`config.mk`:
```
export PLATFORM = sky130hd
export DESIGN_NAME = z_core_alu_arb
export DESIGN_NICKNAME = d
export VERILOG_FILES = /design/src/rtl/z_core_alu_arb.sv
export SDC_FILE = /design/constraint.sdc
export NUM_CORES = 1
export LEC_CHECK = 0
export BUFFER_PORTS_ARGS = -buffer_cell sky130_fd_sc_hd__buf_2
export CAP_MARGIN = 10
export CORE_MARGIN = 4
export CORE_UTILIZATION = 25
export CTS_CLUSTER_DIAMETER = 150
export CTS_CLUSTER_SIZE = 20
export DETAILED_ROUTE_END_ITERATION = 8
export GPL_ROUTABILITY_DRIVEN = 0
export SYNTH_ARGS = -nofsm -noshare
export SYNTH_HDL_FRONTEND = slang
export SYNTH_SLANG_ARGS = --single-unit
export TNS_END_PERCENT = 5
```
`constraint.sdc`:
```
create_clock -name clk -period 1.8 [get_ports clk]
set_input_delay 0.27 -clock clk [delete_from_list [all_inputs] [get_ports clk]]
set_output_delay 0.27 -clock clk [all_outputs]
set_load 0.03 [all_outputs]
```
`src/rtl/z_core_alu_arb.sv`:
```
// Shared-ALU controller: round-robin arbitration of two requesters onto one
// z_core_alu, with registered operands, per-op hold time and a registered result.
module z_core_alu_arb #(
  parameter int unsigned MUL_LAT = 2,
  parameter int unsigned OP_W    = 5
) (
  input  logic            clk,
  input  logic            rstn,

  input  logic            req0_valid,
  output logic            req0_ready,
  input  logic [31:0]     req0_in1,
  input  logic [31:0]     req0_in2,
  input  logic [OP_W-1:0] req0_op,
  output logic            rsp0_valid,
  input  logic            rsp0_ready,

  input  logic            req1_valid,
  output logic            req1_ready,
  input  logic [31:0]     req1_in1,
  input  logic [31:0]     req1_in2,
  input  logic [OP_W-1:0] req1_op,
  output logic            rsp1_valid,
  input  logic            rsp1_ready,

  output logic [31:0]     rsp_result,
  output logic            rsp_branch,

  output logic [31:0]     alu_in1,
  output logic [31:0]     alu_in2,
  output logic [OP_W-1:0] alu_op,
  input  logic [31:0]     alu_out,
  input  logic            alu_branch
);

  localparam logic [1:0] IDLE = 2'd0;
  localparam logic [1:0] EXEC = 2'd1;
  localparam logic [1:0] RESP = 2'd2;

  // Extra hold cycles for multiplies; the count covers cycles beyond the first.
  localparam logic [3:0] CNT_MUL = 4'(MUL_LAT - 1);

  localparam logic [OP_W-1:0] OP_MUL_FIRST = OP_W'(16);
  localparam logic [OP_W-1:0] OP_MUL_LAST  = OP_W'(19);

  logic [1:0]      state_q, state_d;
  logic [3:0]      cnt_q, cnt_d;
  logic            last_grant_q, last_grant_d;
  logic            owner_q, owner_d;
  logic [31:0]     alu_in1_q, alu_in1_d;
  logic [31:0]     alu_in2_q, alu_in2_d;
  logic [OP_W-1:0] alu_op_q, alu_op_d;
  logic [31:0]     rsp_result_q, rsp_result_d;
  logic            rsp_branch_q, rsp_branch_d;

  logic            in_idle;
  logic            any_req;
  logic            grant;
  logic [31:0]     sel_in1;
  logic [31:0]     sel_in2;
  logic [OP_W-1:0] sel_op;
  logic            sel_is_mul;
  logic            cur_illegal;
  logic            owner_rsp_ready;

  // Arbitration: a lone requester wins; under contention the port that did not
  // win last time gets the grant.
  always_comb begin
    in_idle = (state_q == IDLE);
    any_req = req0_valid | req1_valid;
    if (req0_valid && req1_valid) begin
      grant = ~last_grant_q;
    end else begin
      grant = req1_valid;
    end
  end

  always_comb begin
    sel_in1 = grant ? req1_in1 : req0_in1;
    sel_in2 = grant ? req1_in2 : req0_in2;
    sel_op  = grant ? req1_op  : req0_op;
  end

  always_comb begin
    sel_is_mul      = (sel_op >= OP_MUL_FIRST) && (sel_op <= OP_MUL_LAST);
    cur_illegal     = (alu_op_q > OP_MUL_LAST);
    owner_rsp_ready = owner_q ? rsp1_ready : rsp0_ready;
  end

  // rstn gating keeps ready low while reset is held with requests pending.
  always_comb begin
    req0_ready = rstn & in_idle & any_req & ~grant;
    req1_ready = rstn & in_idle & any_req & grant;
  end

  always_comb begin
    state_d      = state_q;
    cnt_d        = cnt_q;
    last_grant_d = last_grant_q;
    owner_d      = owner_q;
    alu_in1_d    = alu_in1_q;
    alu_in2_d    = alu_in2_q;
    alu_op_d     = alu_op_q;
    rsp_result_d = rsp_result_q;
    rsp_branch_d = rsp_branch_q;

    case (state_q)
      IDLE: begin
        if (any_req) begin
          alu_in1_d    = sel_in1;
          alu_in2_d    = sel_in2;
          alu_op_d     = sel_op;
          last_grant_d = grant;
          owner_d      = grant;
          cnt_d        = sel_is_mul ? CNT_MUL : 4'd0;
          state_d      = EXEC;
        end
      end

      EXEC: begin
        if (cnt_q != 4'd0) begin
          cnt_d = cnt_q - 4'd1;
        end else begin
          if (cur_illegal) begin
            rsp_result_d = 32'd0;
            rsp_branch_d = 1'b0;
          end else begin
            rsp_result_d = alu_out;
            rsp_branch_d = alu_branch;
          end
          state_d = RESP;
        end
      end

      RESP: begin
        if (owner_rsp_ready) begin
          state_d = IDLE;
        end
      end

      default: begin
        state_d = IDLE;
        cnt_d   = 4'd0;
      end
    endcase
  end

  always_ff @(posedge clk or negedge rstn) begin
    if (!rstn) begin
      state_q      <= IDLE;
      cnt_q        <= 4'd0;
      last_grant_q <= 1'b1;
      owner_q      <= 1'b0;
      alu_in1_q    <= 32'd0;
      alu_in2_q    <= 32'd0;
      alu_op_q     <= '0;
      rsp_result_q <= 32'd0;
      rsp_branch_q <= 1'b0;
    end else begin
      state_q      <= state_d;
      cnt_q        <= cnt_d;
      last_grant_q <= last_grant_d;
      owner_q      <= owner_d;
      alu_in1_q    <= alu_in1_d;
      alu_in2_q    <= alu_in2_d;
      alu_op_q     <= alu_op_d;
      rsp_result_q <= rsp_result_d;
      rsp_branch_q <= rsp_branch_d;
    end
  end

  always_comb begin
    rsp0_valid = (state_q == RESP) & ~owner_q;
    rsp1_valid = (state_q == RESP) & owner_q;
    rsp_result = rsp_result_q;
    rsp_branch = rsp_branch_q;
    alu_in1    = alu_in1_q;
    alu_in2    = alu_in2_q;
    alu_op     = alu_op_q;
  end

endmodule
```
Yosys cells after proc, flatten, opt, wreduce, memory -nomap -nowiden
Cells that the tools add are included.

operators by class
  add/sub/neg operators = 1
  shift-type cells = 0
  magnitude comparators = 3
  reductions and logical operators = 8
  div/mod/pow operators = 0
  equal/unequal tests = 6
  $mul = 0
  muxes and demuxes = 15
  bitwise gates (word level) = 12

operators by type and width
  operator                                                   count
  two-way mux 32 bit                                         3
  case mux 4 bit (3 select lines)                            1
  two-way mux 4 bit                                          2
  AND 1 bit                                                  6
  two-way mux 2 bit                                          3
  != test 2 bit (second input constant)                      3
  case mux 2 bit (3 select lines)                            1
  AND reduction 3 bit                                        2
  greater-or-equal comparator 5 bit (second input constant)  1
  > comparator 5 bit (second input constant)                 1
  less-or-equal comparator 5 bit (second input constant)     1
  two-way mux 5 bit                                          1
  NOT 1 bit                                                  5
  two-way mux 1 bit                                          4
  AND reduction 2 bit                                        2
  nonzero test 4 bit                                         1
  subtractor 4 x 1 -> 4 bit (second input constant)          1
  == test 2 x 1 -> 1 bit (second input constant)             1
  == test 2 bit (second input constant)                      1
  logical AND 1 bit                                          2
  zero test 2 bit                                            1
  != test 2 x 1 -> 1 bit (second input constant)             1
  OR 1 bit                                                   1

storage, ports and cells
  input bits = 177
  latch bits = 0
  flip-flop bits (word level) = 110
  bits in read-only memories = 0
  output and inout port bits = 106
  RAM bits = 0
  memories kept = 0
  word-level logic and storage cells = 54

Logic depth before layout (Yosys ltp)
Gate-level depths: netlist (run 1).

  word-level depth = 8
  mapped depth = 7
  depth with buffers taken out = 5

Worst setup path after synthesis (run 1)
OpenSTA, ideal clock, no wires.

  path type = register -> output
  start = register last_grant_q
  end = output port req0_ready
  path buffers = 2
  stages on the path, launching flop included = 5
  path slack = -0.111 ns
  data required time = 1.530 ns
  arrival time = 1.641 ns
  cells stage by stage = dfstp_2 -> a21boi_2 -> buf_12 -> buf_8 -> nor3b_1

on the way
  cells in the longest elaborated chain, start to end = 4

ends and longest elaborated chain
  item                    RTL line  source
  start, declared         48        logic last_grant_q, last_grant_d;
  start signal, assigned  162       last_grant_q <= last_grant_d;
  NOT 1 bit               72        grant = ~last_grant_q;
  two-way mux 1 bit       71        if (req0_valid && req1_valid) begin
  NOT 1 bit               92        req0_ready = rstn & in_idle & any_req & ~grant;
  AND 1 bit               92
  end, declared           11        output logic req0_ready,

Every way passes these cells.

Worst setup path in the final report (run 1)
  start = register last_grant_q
  end = register alu_in2_q[21], in the netlist alu_in2[21]

on the way
  cells in the longest elaborated chain, start to end = 3

ends and longest elaborated chain
  item                  RTL line  source
  NOT 1 bit             72
  two-way mux 1 bit     71
  two-way mux 32 bit    80        sel_in2 = grant ? req1_in2 : req0_in2;
  end signal, assigned  165       alu_in2_q <= alu_in2_d;
  end, declared         51        logic [31:0] alu_in2_q, alu_in2_d;

Every way passes these cells.
A chain may end at the register's enable or synchronous reset.

==> results of run 1 <==
==> layout by cell type, fill, tap and decap left out, types with 2 or more instances in the layout <==
cell type	instances
clkbuf_4	2
and3_1	2
mux2_2	6
inv_1	3
dfrtp_1	109
buf_2	278
buf_6	4
a2bb2oi_1	2
ha_1	2
mux2_4	132
buf_12	7
mux2i_1	5
o21ai_0	59
nor3b_1	4
clkinv_2	2
inv_6	2
nand3_1	3
o21ai_1	9
clkbuf_16	10
nand2_1	35
bufinv_16	2
nor3_1	2
buf_4	22
==> path summary, 6_finish.rpt <==
kind	startpoint	end	slack [ns]
min reg2reg	rsp_result[20]$_DFFE_PN0P_	rsp_result[20]$_DFFE_PN0P_	0.50
max	last_grant_q$_DFFE_PN1P_	alu_in2[21]$_DFFE_PN0P_	0.05
min in group clk	alu_out[6]	rsp_result[6]$_DFFE_PN0P_	0.14
max in group asynchronous	rstn	alu_in2[20]$_DFFE_PN0P_	1.27
max reg2reg	last_grant_q$_DFFE_PN1P_	alu_in2[21]$_DFFE_PN0P_	0.05
min	rstn	rsp_result[31]$_DFFE_PN0P_	0.02
==> power by group through the flow <==
| stage | clock network [uW] | registers, uW | logic (uW) |
|---|---|---|---|
| detailed placement | 0 | 4390 | 8430 |
| global route | 2380 | 4530 | 9020 |
| floorplan | 0 | 6540 | 3910 |
| global placement | 0 | 4400 | 8300 |
| finish | 2190 | 4360 | 8490 |
| CTS | 2310 | 4370 | 8540 |
==> sequential cells by signal (all words and copies together), names as in the netlist <==
register,flops
alu_in1,32
alu_in2,32
alu_op,5
cnt_q,4
last_grant_q,1
owner_q,1
rsp_branch,1
rsp_result,32
state_q,2
==> metrics by stage <==
step                      utilization (%)  std cells  TNS, ns
after floorplan                         -        424        0
after CTS                            35.3       1033        0
after global routing                 35.5       1036   -0.181
final                                35.5       1036        0
after global placement               33.5       1011        0
after detailed placement             33.5       1011        0
==> kinds of logic (layout without fill, tap and decap cells) <==
family / Yosys count / in the layout / synth area share [%]
buf+inv: 35 / 334 / 5.25
flops: 110 / 110 / 46.8
mux: 143 / 143 / 35.7
compound gates: 81 / 81 / 7.48
simple gates: 53 / 53 / 4.42
fa+ha+maj: 2 / 2 / 0.425
==> area by class of cell <==
class / count / share of cell area, %
clock buffers: 9 / 2.77
clock inverters: 7 / 1.17
inverters: 3 / 0.138
multi-input cells: 279 / 35.1
flip-flops and latches: 110 / 33.8
well taps: 313 / 4.81
repair buffers: 315 / 22.2
==> worst register-to-register path, stage by stage, from the launching register on <==
cell,delay [ns]
dfstp_2,0.56
a21boi_4,0.07
buf_6,0.14
buf_12,0.14
buf_4,0.18
mux2_4,0.29
mux2_4,0.25
==> layer usage <==
layer / part of all wire (%) / GRT usage, %
met4: 1.5 / 3.68
met3: 6.1 / 2.93
met2: 52 / 21.8
met5: 0 / 0
met1: 41 / 14.7
==> what timing repair did <==
| item | in CTS | in global routing |
|---|---|---|
| gates cloned | 1 | 1 |
| buffers inserted | 5 | 2 |
| pin swaps | 3 | 1 |
| resized for setup | 3 | 8 |
| setup endpoints to repair | 2 | 38 |
==> results by group, run 1 <==
Status
  – Outcome: finished, final reports clean

Yosys
  – Post-Syn Instances: 424
  – Register area share after synthesis: 46.8%
  – Synth cell types: 37
  – Top post-synthesis cells by count: mux2_4 (132), dfrtp_1 (109), o21ai_0 (61)
  – Syn avg cell area: 13.9 um2
  – FFs w/ async S/R, synth: 100%
  – Most common cell in the netlist: mux2_4
  – Post-synth top area share: 46.3%
  – Post-Syn Area: 5890 um2
  – Synthesis-stage register bit count: 110
  – Number of synthesized flops with an enable pin: 0
  – Synth area leader: dfrtp_1
  – Post-synth top flop: dfrtp_1
  – Largest cells by area after synthesis: dfrtp_1 (46%), mux2_4 (34%), o21ai_0 (5.2%), buf_12 (2.4%), nand2_1 (2.2%)
  – Ys Warns: 0
  – Syn nets: 603

Power and ir drop
  – Combinational power share: 56.5%
  – Register share of total power: 29.0%
  – Pint: 8550 uW
  – Switching Fraction: 43.1%
  – Clock Power Share: 14.6%
  – Leakage power: 0.00418 uW
  – Power Total: 15,000 uW
  – Psw: 6490 uW
  – Peak VDD IR: 641 uV
  – PwrDens: 1850 nW/um2

Worst setup path
  – Slowest cell delay on critical path: 0.56 ns
  – Slowest cell on crit path: dfstp_2
  – Crit path max fanout: 11
  – Setup crit start kind: register
  – Buf+Inv Stages, Crit Path: 3
  – Crit path max-delay family: flip-flops
  – Data arrival, critical path: 1.98 ns
  – FF-to-FF path depth: 6
  – CP endpoint kind: register
  – CP required: 2.04 ns
  – Cell Chain, Critical Path: a21boi_4 > buf_6 > buf_12 > buf_4 > mux2_4 > mux2_4
  – CP most frequent cell: mux2_4
  – Critical path type: reg2reg
  – Worst path depth: 6

Floorplanning
  – Die area: 26,100 um2
  – DIE WIDTH: 161 um
  – Initial Util: 25.7%
  – Chip height: 161 um
  – Ports: 283
  – Core ar.: 22,900 um2
  – FP Rows: 55

Cells and area
  – Final instance area: 8140 um2
  – ANT cells: 0
  – Fin nets: 897
  – Area of the multi-input gates: 2860 um2
  – Filler Cells Inserted: 2,345
  – Storage element area: 2750 um2
  – Share of layout cells above drive strength 1: 65.8%
  – P&R area growth vs syn: 38.3%

Drt
  – Routed Antenna Nets: 0
  – DRC: 0
  – DR WL/cell: 16.3 um
  – Via count: 4,371
  – Vias per inst: 4.22
  – WL final: 16.9 mm
  – DRT iter0 DRCs: 203
  – DR pass1 iterations: 4

Place
  – Placed Area: 7690 um2
  – Post-DP HPWL: 12.2 mm
  – IO buf count: 282
  – Pre-CTS worst setup slack: 0.0687 ns

STA
  – Final worst slack: 0.0519 ns
  – Final period util: 97.1%
  – Skew final: 0.00925 ns
  – Max Transition Viols Final: 0
  – Endpoints failing setup: 0
  – Final Hold Fails: 0
  – Final worst path period need: 1.75 ns
  – Worst-margin pin slew: 0.635 ns
  – Slew HR: 57.7%
  – Final hold slack: 0.0200 ns
  – Maximum clock rate: 0.572 GHz
  – RSZ-0062 raised after global routing: true

CTS
  – Clock transition at the registers of the reported paths: 0.08 ns
  – CTS Buffer Depth: 2
  – CTS buffer count: 9
  – Hold buffer count at CTS: 0
  – Root Buffer: clkbuf_16
  – H-tree levels: 3
  – Clock latency on the worst-skew pair: 0.35 ns
  – Clk sinks: 110
  – CTS tree: done

Global route
  – Grt ovf: 0
  – Pin count of the biggest net entering global routing: 111
  – First-pass GRT wire length: 25.7 mm
  – Number of global-route vias before repair: 4,593
  – Initial antenna violation count: 0
  – Overall routing resource usage: 12.3%

Job
  – # Max-Cap Violations: 0

Hold path
  – Worst hold path type: in2async
(Power assumes the default switching activity.)
==> run 2: changes to the inputs <==
--- a/config.mk
+++ b/config.mk
@@ -7,12 +7,15 @@
 export LEC_CHECK = 0
 export BUFFER_PORTS_ARGS = -buffer_cell sky130_fd_sc_hd__buf_2
 export CAP_MARGIN = 10
+export CORE_ASPECT_RATIO = 0.75
 export CORE_MARGIN = 4
 export CORE_UTILIZATION = 25
 export CTS_CLUSTER_DIAMETER = 150
 export CTS_CLUSTER_SIZE = 20
 export DETAILED_ROUTE_END_ITERATION = 8
 export GPL_ROUTABILITY_DRIVEN = 0
+export PLACE_DENSITY = 0.47
+export RECOVER_POWER = 25
 export SYNTH_ARGS = -nofsm -noshare
 export SYNTH_HDL_FRONTEND = slang
 export SYNTH_SLANG_ARGS = --single-unit
==> run 2 against run 1 <==
Sequential share of layout area rose by 0.18 points. Worst setup slack got worse by 0.024 ns. Critical path type is now reg2out. Largest power group unchanged. Total power fell by 0.70%. Highest routed layer unchanged. Largest cell class unchanged.
==> results by group, run 2 (synthesis results as in run 1) <==
Status
  – Outcome: finished, final reports clean (unchanged)

Drt
  – Via count: 4,308 (was 4,371)
  – Routed Antenna Nets: 0 (unchanged)
  – DRT iter0 DRCs: 142 (was 203)
  – DRC: 0 (unchanged)
  – WL final: 16.4 mm (was 16.9 mm)
  – Vias per inst: 4.25 (was 4.22)
  – DR pass1 iterations: 4 (unchanged)
  – DR WL/cell: 16.2 um (was 16.3 um)

STA
  – Final worst slack: 0.0277 ns (was 0.0519 ns)
  – Slew HR: 60.8% (was 57.7%)
  – Max Transition Viols Final: 0 (unchanged)
  – Skew final: 0.0183 ns (was 0.00925 ns)
  – Final worst path period need: 1.77 ns (was 1.75 ns)
  – Setup TNS: 0 ns (unchanged)
  – Final Hold Fails: 0 (unchanged)
  – Final period util: 98.5% (was 97.1%)
  – Maximum clock rate: 0.564 GHz (was 0.572 GHz)
  – Final hold slack: 0.127 ns (was 0.0200 ns)
  – Worst-margin pin slew: 0.587 ns (was 0.635 ns)
  – RSZ-0062 raised after global routing: true (unchanged)
  – Endpoints failing setup: 0 (unchanged)

Worst setup path
  – Slowest cell on crit path: dfstp_2 (unchanged)
  – Crit path max-delay family: flip-flops (unchanged)
  – Setup crit start kind: register (unchanged)
  – Reg-to-Reg Start: last_grant_q$_DFFE_PN1P_ (unchanged)
  – Worst path depth: 4 (was 6)
  – Crit path to: req0_ready (was alu_in2[21]$_DFFE_PN0P_)
  – CP endpoint kind: output pin (was register)
  – Crit path max fanout: 5 (was 11)
  – Buf+Inv Stages, Crit Path: 2 (was 3)
  – Reg2Reg Capture Point: alu_op[2]$_DFFE_PN0P_ (was alu_in2[21]$_DFFE_PN0P_)
  – Cell Chain, Critical Path: a21boi_4 > buf_12 > nor3b_4 > buf_6 (was a21boi_4 > buf_6 > buf_12 > buf_4 > mux2_4 > mux2_4)
  – Critical path type: reg2out (was reg2reg)
  – R2R setup slack: 0.04 ns (was 0.05 ns)
  – Data arrival, critical path: 1.50 ns (was 1.98 ns)
  – Slowest cell delay on critical path: 0.57 ns (was 0.56 ns)
  – Worst setup path start: last_grant_q$_DFFE_PN1P_ (unchanged)
  – CP required: 1.53 ns (was 2.04 ns)
  – FF-to-FF path depth: 5 (was 6)

CTS
  – CTS tree: done (unchanged)
  – CTS Buffer Depth: 2 (unchanged)
  – CTS buffer count: 9 (unchanged)
  – H-tree levels: 3 (unchanged)
  – Clk sinks: 110 (unchanged)
  – Clock latency on the worst-skew pair: 0.36 ns (was 0.35 ns)
  – Clock transition at the registers of the reported paths: 0.09 ns (was 0.08 ns)
  – Root Buffer: clkbuf_16 (unchanged)

Floorplanning
  – Ports: 283 (unchanged)
  – Initial Util: 25.5% (was 25.7%)
  – Core ar.: 23,100 um2 (was 22,900 um2)
  – Die area: 26,100 um2 (about the same)
  – Chip height: 141 um (was 161 um)
  – DIE WIDTH: 185 um (was 161 um)
  – FP Rows: 48 (was 55)

Power and ir drop
  – Psw: 6640 uW (was 6490 uW)
  – Register share of total power: 29.1% (was 29.0%)
  – Combinational power share: 57.0% (was 56.5%)
  – Peak VDD IR: 664 uV (was 641 uV)
  – Switching Fraction: 44.4% (was 43.1%)
  – Clock Power Share: 13.9% (was 14.6%)
  – PwrDens: 1840 nW/um2 (was 1850 nW/um2)
  – Leakage power: 0.00415 uW (was 0.00418 uW)
  – Pint: 8300 uW (was 8550 uW)

Cells and area
  – Final instance area: 8100 um2 (was 8140 um2)
  – Final Non-Filler Cells: 1,014 (was 1,036)
  – Area of the multi-input gates: 2870 um2 (was 2860 um2)
  – Most frequent cells in the layout: buf_2 (279), mux2_4 (134), dfrtp_1 (109) (was buf_2 (278), mux2_4 (132), dfrtp_1 (109))
  – Commonest non-fill, non-tap cell in the layout: buf_2 (unchanged)
  – P&R area growth vs syn: 37.5% (was 38.3%)
  – Filler Cells Inserted: 2,343 (was 2,345)
  – ANT cells: 0 (unchanged)
  – Storage element area: 2750 um2 (unchanged)
  – Share of layout cells above drive strength 1: 65.4% (was 65.8%)
  – Fin nets: 888 (was 897)

Hold path
  – Worst hold path type: in2reg (was in2async)
  – Worst hold start: alu_out[7]

Global route
  – Number of global-route vias before repair: 4,465 (was 4,593)
  – Pin count of the biggest net entering global routing: 107 (was 111)
  – Grt ovf: 0 (unchanged)
  – First-pass GRT wire length: 24.7 mm (was 25.7 mm)
  – Initial antenna violation count: 0 (unchanged)
  – Overall routing resource usage: 12.0% (was 12.3%)

Place
  – IO buf count: 282 (unchanged)
  – DP Cell Count: 990 (was 1,011)
  – Post-DP HPWL: 11.2 mm (was 12.2 mm)
  – Pre-CTS worst setup slack: 0.0638 ns (was 0.0687 ns)
  – Placed Area: 7610 um2 (was 7690 um2)

Job
  – # Max-Cap Violations: 0 (unchanged)
[run 2: power by group through the flow]
stage	Combinational (uW)	Clock [uW]	Sequential [uW]
floorplan	3910	0	6540
global placement	8410	0	4380
detailed placement	8420	0	4360
CTS	8550	2220	4350
global route	9090	2300	4500
finish	8520	2070	4350
[run 2: timing repair]
| action | 4_1_cts | 5_1_grt |
|---|---|---|
| endpoints found under the setup margin | 2 | 34 |
| pin swaps | 2 | 1 |
| hold endpoints to repair | 4 | 0 |
| hold buffers | 1 | 0 |
| buffers inserted | 3 | 2 |
| gates resized for setup | 3 | 17 |
| gates cloned | 2 | 1 |
[run 2: how the worst min path moves through the flow]
| stage | end | depth (start not counted) |
|---|---|---|
| 3_5_place_dp | state_q[0]$_DFFE_PN0P_ | 1 |
| 3_3_place_gp | state_q[0]$_DFFE_PN0P_ | 1 |
| 2_1_floorplan | alu_in1[0]$_DFFE_PN0P_ | 0 |
| 6_report | rsp_result[7]$_DFFE_PN0P_ | 3 |
| 5_1_grt | rsp_result[7]$_DFFE_PN0P_ | 3 |
| 4_1_cts | rsp_result[7]$_DFFE_PN0P_ | 3 |
[run 2: final cells by class]
cell class	instances	area share, %
multi-input cells	279	35.4
clock buffers	9	2.78
repair buffers	306	22.0
clock inverters	7	1.07
flip-flops and latches	110	34.0
well taps	300	4.64
inverters	3	0.139
[run 2: worst register-to-register path, delay by kind of cell (launching register included)]
family | cells | cell delay, ns
compound gates | 1 | 0.31
buf+inv | 2 | 0.35
flops | 1 | 0.39
mux | 2 | 0.62
[run 2: stage by stage]
stage          util, %  total power (uW)
3_3_place_gp      33.0             12800
4_1_cts           34.9             15100
6_report          35.1             14900
5_1_grt           35.1             15900
2_1_floorplan        -             10400
3_5_place_dp      33.0             12800
[run 2: metal layers]
layer  track usage [%]  vias up  wire, um
li1                  -     2082         -
met2              19.7      160      7650
met1              16.0     2056      7450
met5                 0        -         0
met3              3.04       10      1150
met4              2.97        0       181
==> run 3: changes to the inputs <==
--- a/config.mk
+++ b/config.mk
@@ -14,6 +14,7 @@
 export CTS_CLUSTER_SIZE = 20
 export DETAILED_ROUTE_END_ITERATION = 8
 export GPL_ROUTABILITY_DRIVEN = 0
+export GPL_TIMING_DRIVEN = 0
 export PLACE_DENSITY = 0.47
 export RECOVER_POWER = 25
 export SYNTH_ARGS = -nofsm -noshare
==> run 3 against run 2 <==
Worst setup slack improved by 0.010 ns. Cell count increased by 1.8%. Register-to-register slack about the same. Core utilization increased by 0.54 points. Sequential share of layout area decreased by 0.52 points. Clock power increased by 3%. Highest routed layer unchanged. Non-clock buffer count increased by 18. Clock-buffer cell count unchanged. Total power increased by 2.0%. Die area unchanged. Critical path depth increased by 1. First-iteration DRC count increased by 20%. Critical path type unchanged.
==> results by group, run 3 (synthesis results as in run 1) <==
Floorplanning
  – Initial Util: 25.5% (unchanged)
  – DIE WIDTH: 185 um (unchanged)
  – FP Rows: 48 (unchanged)
  – Ports: 283 (unchanged)
  – Core ar.: 23,100 um2 (unchanged)
  – Chip height: 141 um (unchanged)
  – Die area: 26,100 um2 (unchanged)

Worst setup path
  – FF-to-FF path depth: 6 (was 5)
  – Reg-to-Reg Start: last_grant_q$_DFFE_PN1P_ (unchanged)
  – Slowest cell on crit path: dfrtp_1 (was dfstp_2)
  – Setup crit start kind: register (unchanged)
  – Crit path max-delay family: flip-flops (unchanged)
  – Buf+Inv Stages, Crit Path: 2 (unchanged)
  – Data arrival, critical path: 1.49 ns (was 1.50 ns)
  – Worst setup path start: state_q[1]$_DFFE_PN0P_ (was last_grant_q$_DFFE_PN1P_)
  – Slowest cell delay on critical path: 0.38 ns (was 0.57 ns)
  – CP endpoint kind: output pin (unchanged)
  – Worst path depth: 5 (was 4)
  – Critical path type: reg2out (unchanged)
  – R2R setup slack: 0.04 ns (about the same)
  – Reg2Reg Capture Point: alu_in1[1]$_DFFE_PN0P_ (was alu_op[2]$_DFFE_PN0P_)
  – CP most frequent cell: buf_6
  – CP required: 1.53 ns (about the same)
  – Cell Chain, Critical Path: buf_6 > nor2_4 > o21ai_4 > nor3b_4 > buf_6 (was a21boi_4 > buf_12 > nor3b_4 > buf_6)
  – Crit path max fanout: 10 (was 5)

CTS
  – Clock transition at the registers of the reported paths: 0.09 ns (about the same)
  – CTS Buffer Depth: 2 (unchanged)
  – CTS buffer count: 9 (unchanged)
  – Root Buffer: clkbuf_16 (unchanged)
  – CTS tree: done (unchanged)
  – Clock latency on the worst-skew pair: 0.37 ns (was 0.36 ns)
  – H-tree levels: 3 (unchanged)
  – Clk sinks: 110 (unchanged)

Global route
  – Overall routing resource usage: 12.3% (was 12.0%)
  – Pin count of the biggest net entering global routing: 64 (was 107)
  – Initial antenna violation count: 0 (unchanged)
  – Grt ovf: 0 (unchanged)
  – Number of global-route vias before repair: 4,516 (was 4,465)
  – First-pass GRT wire length: 25.4 mm (was 24.7 mm)

Cells and area
  – ANT cells: 0 (unchanged)
  – Commonest non-fill, non-tap cell in the layout: buf_2 (unchanged)
  – Final Non-Filler Cells: 1,032 (was 1,014)
  – Fin nets: 906 (was 888)
  – Share of layout cells above drive strength 1: 65.3% (was 65.4%)
  – P&R area growth vs syn: 39.7% (was 37.5%)
  – Most frequent cells in the layout: buf_2 (280), mux2_4 (132), dfrtp_1 (109) (was buf_2 (279), mux2_4 (134), dfrtp_1 (109))

Drt
  – Max Used Layer: met4 (unchanged)
  – WL met2: 7.24 mm (was 7.65 mm)
  – WL final: 16.5 mm (was 16.4 mm)
  – Routed Antenna Nets: 0 (unchanged)
  – DR WL/cell: 16.0 um (was 16.2 um)
  – Met3 Wirelength: 1.08 mm (was 1.15 mm)
  – DRC: 0 (unchanged)
  – Vias per inst: 4.25 (about the same)
  – DR pass1 iterations: 4 (unchanged)
  – Via count: 4,381 (was 4,308)
  – Routed length on met1: 7.95 mm (was 7.45 mm)
  – DRT iter0 DRCs: 171 (was 142)

STA
  – Skew final: 0.0146 ns (was 0.0183 ns)
  – RSZ-0062 raised after global routing: true (unchanged)
  – Maximum clock rate: 0.568 GHz (was 0.564 GHz)
  – Endpoints failing setup: 0 (unchanged)
  – Final worst path period need: 1.76 ns (was 1.77 ns)
  – Final period util: 97.9% (was 98.5%)
  – Slew HR: 15.9% (was 60.8%)
  – Final worst slack: 0.0380 ns (was 0.0277 ns)
  – Worst-margin pin slew: 1.26 ns (was 0.587 ns)
  – Final Hold Fails: 0 (unchanged)
  – Max Transition Viols Final: 0 (unchanged)

Power and ir drop
  – Leakage power: 0.00420 uW (was 0.00415 uW)
  – PwrDens: 1850 nW/um2 (was 1840 nW/um2)
  – Peak VDD IR: 659 uV (was 664 uV)

Place
  – IO buf count: 282 (unchanged)
  – Pre-CTS worst setup slack: -0.137 ns (was 0.0638 ns)
  – Post-DP HPWL: 12.5 mm (was 11.2 mm)
  – DP Cell Count: 1,007 (was 990)

Job
  – # Max-Cap Violations: 0 (unchanged)

Status
  – Outcome: finished, final reports clean (unchanged)

Hold path
  – Worst hold path type: in2async (was in2reg)
-- run 3: changes by cell type in the layout (fill, tap and decap cells not counted), sizes merged --
cell,previous run,this run
clkinv,4,2
buf,304,311
clkbuf,10,22
dlygate4sd3,1,0
inv,6,8
-- run 3: how the worst max path moves through the flow --
stage / slack, ns / to
6_report: 0.04 / req0_ready
5_1_grt: -0.03 / rsp_result[2]$_DFFE_PN0P_
4_1_cts: -0.02 / req0_ready
3_5_place_dp: -0.14 / rsp_result[8]$_DFFE_PN0P_
3_3_place_gp: -1.52 / req0_ready
2_1_floorplan: 0.18 / req0_ready
-- run 3: power breakdown --
part | internal, uW | total [uW] | switching, uW | leakage (uW)
Clock | 1020 | 2140 | 1110 | 0.000154
Combinational | 3790 | 8790 | 5000 | 0.00272
Sequential | 3690 | 4310 | 628 | 0.00133
-- run 3: per-stage QoR --
stage               TNS [ns]  instance area (um2)  power (uW)  utilization, %  hold WS (ns)
global route          -0.131                 8220       16200            35.7        0.0531
finish                     0                 8220       15200            35.7        0.0143
detailed placement     -3.26                 7710       12900            33.4         0.251
global placement     -123.68                 7680       12900            33.3         0.487
floorplan                  0                 5890       10400               -       -0.0256
CTS                  -0.0221                 8140       15300            35.3        -0.186
-- run 3: timing repair --
action,in CTS,in global routing
hold endpoints to repair,49,49
setup endpoints to repair,44,42
pin swaps,0,1
setup buffers,4,6
gates resized for setup,20,14
-- run 3: cell type report --
type | count | area, um2
inverter | 3 | 11.3
sequential | 110 | 2750
timing repair buffer | 294 | 1590
clock inverter | 7 | 93.8
tap | 300 | 375
fill | 2352 | 14800
buffer | 30 | 318
clock buffer | 9 | 225
multi-input combinational | 279 | 2860
-- run 3: metal layers --
metal / vias up / global-route usage (%)
met4: 0 / 3.05
met5: - / 0
met3: 13 / 3.17
met1: 2086 / 17.4
met2: 167 / 18.7
li1: 2115 / -
